### src/rtl/dfp_burst_adapter.sv
// Converts one 256-bit DFP line read/write into a 4-beat 64-bit bmem burst; read resp 6 cycles after accept, write 5.
// Backpressure: bmem_ready stalls the read request and each write beat; DFP requests are held until the dfp_resp pulse.
module dfp_burst_adapter (
  input  logic         clk,
  input  logic         rst_n,
  input  logic [31:0]  dfp_addr,
  input  logic         dfp_read,
  input  logic         dfp_write,
  input  logic [255:0] dfp_wdata,
  output logic [255:0] dfp_rdata,
  output logic [31:0]  dfp_raddr,
  output logic         dfp_resp,
  output logic [31:0]  bmem_addr,
  output logic         bmem_read,
  output logic         bmem_write,
  output logic [63:0]  bmem_wdata,
  input  logic         bmem_ready,
  input  logic [31:0]  bmem_raddr,
  input  logic [63:0]  bmem_rdata,
  input  logic         bmem_rvalid
);

  localparam int BEATS = 4;

  typedef enum logic [2:0] {
    IDLE, RD_REQ, RD_BURST, RD_RESP, WR_BURST, WR_RESP
  } state_e;

  state_e        state_q, state_d;
  logic [1:0]    cnt_q, cnt_d;
  logic [31:0]   line_addr_q, line_addr_d;
  logic [255:0]  wbuf_q, wbuf_d;
  logic [255:0]  lbuf_q, lbuf_d;
  logic [255:0]  rdata_q, rdata_d;
  logic [31:0]   raddr_q, raddr_d;
  logic          last_beat;
  logic          unused_bits;

  assign unused_bits = ^{dfp_addr[4:0], bmem_raddr[4:0]};
  assign last_beat   = (cnt_q == 2'(BEATS - 1));
  assign dfp_rdata   = rdata_q;
  assign dfp_raddr   = raddr_q;

  always_comb begin
    state_d     = state_q;
    cnt_d       = cnt_q;
    line_addr_d = line_addr_q;
    wbuf_d      = wbuf_q;
    lbuf_d      = lbuf_q;
    rdata_d     = rdata_q;
    raddr_d     = raddr_q;
    dfp_resp    = 1'b0;
    bmem_addr   = '0;
    bmem_read   = 1'b0;
    bmem_write  = 1'b0;
    bmem_wdata  = '0;

    case (state_q)
      IDLE: begin
        // Write has priority; a concurrent read stays pending until IDLE returns.
        if (dfp_write) begin
          line_addr_d = {dfp_addr[31:5], 5'b0};
          wbuf_d      = dfp_wdata;
          cnt_d       = '0;
          state_d     = WR_BURST;
        end else if (dfp_read) begin
          line_addr_d = {dfp_addr[31:5], 5'b0};
          cnt_d       = '0;
          state_d     = RD_REQ;
        end
      end
      RD_REQ: begin
        bmem_read = 1'b1;
        bmem_addr = line_addr_q;
        if (bmem_ready) state_d = RD_BURST;
      end
      RD_BURST: begin
        if (bmem_rvalid && (bmem_raddr[31:5] == line_addr_q[31:5])) begin
          lbuf_d[{cnt_q, 6'b0} +: 64] = bmem_rdata;
          cnt_d = cnt_q + 2'd1;
          if (last_beat) begin
            // Response registers load with the completed line so they stay stable mid-burst.
            rdata_d = lbuf_d;
            raddr_d = line_addr_q;
            state_d = RD_RESP;
          end
        end
      end
      RD_RESP: begin
        dfp_resp = 1'b1;
        state_d  = IDLE;
      end
      WR_BURST: begin
        bmem_write = 1'b1;
        bmem_addr  = line_addr_q;
        bmem_wdata = wbuf_q[{cnt_q, 6'b0} +: 64];
        if (bmem_ready) begin
          cnt_d = cnt_q + 2'd1;
          if (last_beat) begin
            raddr_d = line_addr_q;
            state_d = WR_RESP;
          end
        end
      end
      WR_RESP: begin
        dfp_resp = 1'b1;
        state_d  = IDLE;
      end
      default: state_d = IDLE;
    endcase
  end

  always_ff @(posedge clk or negedge rst_n) begin
    if (!rst_n) begin
      state_q     <= IDLE;
      cnt_q       <= '0;
      line_addr_q <= '0;
      wbuf_q      <= '0;
      lbuf_q      <= '0;
      rdata_q     <= '0;
      raddr_q     <= '0;
    end else begin
      state_q     <= state_d;
      cnt_q       <= cnt_d;
      line_addr_q <= line_addr_d;
      wbuf_q      <= wbuf_d;
      lbuf_q      <= lbuf_d;
      rdata_q     <= rdata_d;
      raddr_q     <= raddr_d;
    end
  end

endmodule

### config.mk
export PLATFORM = sky130hd
export DESIGN_NAME = dfp_burst_adapter
export DESIGN_NICKNAME = d
export VERILOG_FILES = /design/src/rtl/dfp_burst_adapter.sv
export SDC_FILE = /design/constraint.sdc
export NUM_CORES = 1
export LEC_CHECK = 0
export ABC_AREA = 1
export CORE_MARGIN = 2
export CORE_UTILIZATION = 33
export DETAILED_ROUTE_END_ITERATION = 10
export GPL_TIMING_DRIVEN = 1
export RECOVER_POWER = 100
export SYNTH_ARGS = -nofsm -noshare
export SYNTH_HDL_FRONTEND = slang
export SYNTH_SLANG_ARGS = --single-unit
### constraint.sdc
create_clock -name clk -period 8.5 [get_ports clk]
set_clock_uncertainty 0.1 [all_clocks]
set_input_delay 2.55 -clock clk [delete_from_list [all_inputs] [get_ports clk]]
set_output_delay 2.55 -clock clk [all_outputs]
set_load 0.005 [all_outputs]
==> impl_metrics.py <==
metrics = {
    "critical_path": {
        "r2r_start": "state_q[1]",
        "start_kind": "register",
        "r2r-end": "wbuf_q[51]",
        "cp.arrival_ns": 4.75,
        "cp_max_fo": 37,
        "crit_type": "register to output pin",
        "r2r_slack_ns": 3.14,
        "end_kind": "output pin",
        "r2r_cells": 4,
        "worstPathRequired_ns": 5.85,
    },
    "finish": {
        "multi_input_area_um2": 13300,
        "syn2layout_area_growth_pct": 30.32,
        "drive_gt1_frac": 0.09603,
        "fin_util": 0.4350,
        "nets": 4985,
        "nFillCells": 10910,
        "stdcell_count": 6167,
        "regArea_um2": 20700,
    },
    "power_and_ir_drop": {
        "pwr_density_cell_nw_per_um2": 268.6,
        "power.leakage_nw": 21.70,
        "power.total_w": 0.01297,
        "ir_worst_vdd_mv": 0.1929,
    },
    "synth": {
        "syn_area_um2": 37050,
        "synth.avg_cell_area_um2": 9.353,
        "synth_cell_types": 34,
        "synthCells": 3961,
        "ys_ff_latch": 827,
        "yosys_warnings": 0,
        "synth_seq_area_share": 0.5586,
    },
    "placement": {
        "dpl.cell_count": 5981,
        "dp_hpwl_um": 86250,
        "routabilityCongestion": 0.8528,
        "port_buffers": 756,
    },
    "timing": {
        "worst_pin_slew_ns": 3.731,
        "rsz0062_at_grt": "no",
        "min_period_ns": 7.397,
        "finalCritPeriodShare": 0.8702,
        "hold-worst-slack_ns": 0.3669,
        "setup-violations-final": 0,
        "slew_headroom": -1.488,
        "tns_ns": 0,
        "hold_violations": 0,
        "fmax_mhz": 135.2,
        "final-max-slew-violation-count": 1475,
    },
    "detailed_routing": {
        "wire_per_inst_um": 20.55,
        "via_per_inst": 4.878,
        "wirelength_um": 126700,
        "firstDrtPassIters": 6,
        "drc": 0,
        "route.vias.total": 30080,
        "drtIter0Drc": 2375,
        "ant_nets": 0,
    },
    "worst_hold_path": {
        "hold_end": "dfp_raddr[31]",
        "min_from": "dfp_raddr[31]",
        "hold_depth": 2,
        "worst_hold_path_type": "register to register",
    },
    "clock_network": {
        "tritoncts": "done",
        "postCtsSetupRepairBufs": 0,
        "ctsRootBufferMaster": "clkbuf_16",
        "cts_resized": 0,
        "numCtsBuffers": 94,
        "clkLatencyLatePin_ns": 0.68,
        "clk_path_buf_depth": 3,
        "path_clk_slew_ns": 0.06,
        "htreeDepth": 3,
        "cts_hold_buf": 0,
        "cts.sinks": 827,
    },
    "grt": {
        "antenna_found_initial": 38,
        "grt_first_pass_wirelength_um": 189800,
        "grt_pass1_vias": 29390,
        "grt_usage": 0.2157,
        "grt_overflow_total": 0,
        "grt_max_degree": 231,
    },
    "floorplanning": {
        "initial_core_util": 0.3338,
        "die_y_um": 339.1,
        "die_w_um": 339.1,
        "ioPinCount": 777,
        "die_area_um2": 115000,
        "core_um2": 111000,
        "num_rows": 122,
    },
    "run_status": {
        "violations": "max-capacitance violations, max-slew violations",
        "status": "complete, but fails checks",
    },
    "flow_run": {
        "maxCapViolCount": 22,
    },
}
[how the worst max path moves through the flow]
stage | from | to | cells past startpoint
2_1_floorplan | cnt_q[0] | bmem_wdata[55] | 7
3_3_place_gp | bmem_raddr[7] | dfp_rdata[173] | 10
3_5_place_dp | bmem_raddr[7] | dfp_rdata[112] | 10
4_1_cts | state_q[2] | bmem_addr[26] | 6
5_1_grt | cnt_q[1] | bmem_wdata[39] | 6
6_report | cnt_q[1] | bmem_wdata[51] | 6
[registers in the layout, summed over array words and instances, names as in the netlist]
signal / cells
state_q: 3
wbuf_q: 256
dfp_raddr: 27
line_addr_q: 27
dfp_rdata: 256
lbuf_q: 256
cnt_q: 2
[power by group]
group	internal (W)	switching, W	leakage (nW)	total [W]
clock network	0.00256	0.00173	1.60	0.00429
logic	0.00150	0.00210	9.20	0.00359
registers	0.00467	0.000417	10.9	0.00508
total	0.00872	0.00425	21.7	0.0130
[synth_stat cells (all sizes together)]
master,number,area share
xnor2,6,0.0014
a211oi,1,0.00020
o21ai,652,0.094
clkinv,2,0.00020
conb,1,0.00010
inv,332,0.034
nand3b,2,0.00041
dfrtp,827,0.56
a21oi,159,0.021
nand2,673,0.068
clkbuf,98,0.0099
mux2,256,0.078
a21boi,1,0.00020
or2,2,0.00034
nor2,529,0.054
nor3,1,0.00013
a22oi,122,0.025
o22ai,64,0.011
buf,179,0.034
nand3,41,0.0060
ha,6,0.0020
o31ai,3,0.00061
nand4,4,0.00084
[kinds of logic after synthesis]
family                     synth area share
xor gates and xnor gates           0.001419
AOI/OAI and AO/OA                    0.1523
adders and majority gates          0.002026
buffers and inverters               0.07778
and+or+nand+nor                      0.1299
other                             0.0001012
muxes                               0.07782
DFF                                  0.5586
[routing by layer]
layer  GRT usage  vias up  wire [µm]
li1            -    14270          -
met1      0.2802    14580      53170
met2      0.3422     1000      59140
met3     0.06567      212      10690
met4     0.07102       24       3582
met5           0        -        156
[worst max-delay path: stages (launching register included)]
cell             delay [ns]
dfrtp_4                0.71
clkinv_2               0.55
clkbuf_1               1.63
nor2_1                 0.25
o21ai_0                0.19
a21oi_1                0.12
clkdlybuf4s50_1        0.53
[layout by cell type (no fill, tap or decap), types with 4 or more instances in the layout]
master,count
nand3_1,40
a22oi_1,122
buf_4,16
o21ai_0,624
inv_1,322
dlygate4sd3_1,370
dfrtp_1,825
clkbuf_16,94
bufinv_16,10
clkbuf_1,47
inv_16,4
nor2_1,528
clkdlybuf4s50_1,385
o21ai_1,27
mux2_2,256
conb_1,10
clkbuf_8,22
a21oi_1,159
nand2_1,672
o22ai_1,64
inv_6,4
diode_2,14
ha_1,4
inv_2,7
clkinv_2,14
xnor2_1,6
[per-stage QoR]
stage                     setup WS [ns]  instance area (µm²)
after floorplan                   4.361                37080
final                             1.103                48280
after detailed placement          2.557                45380
after global placement            2.589                45380
after global routing             0.7930                48280
after CTS                         1.815                48650
[cell type report]
class	instances	share of cell area
clock inverter	30	0.01052
multi-input combinational	2532	0.2755
clock buffer	142	0.05702
tap	1488	0.03856
antenna	14	0.0007257
timing repair buffer	800	0.1627
sequential	827	0.4288
inverter	334	0.02615
(Power assumes the default switching activity.)
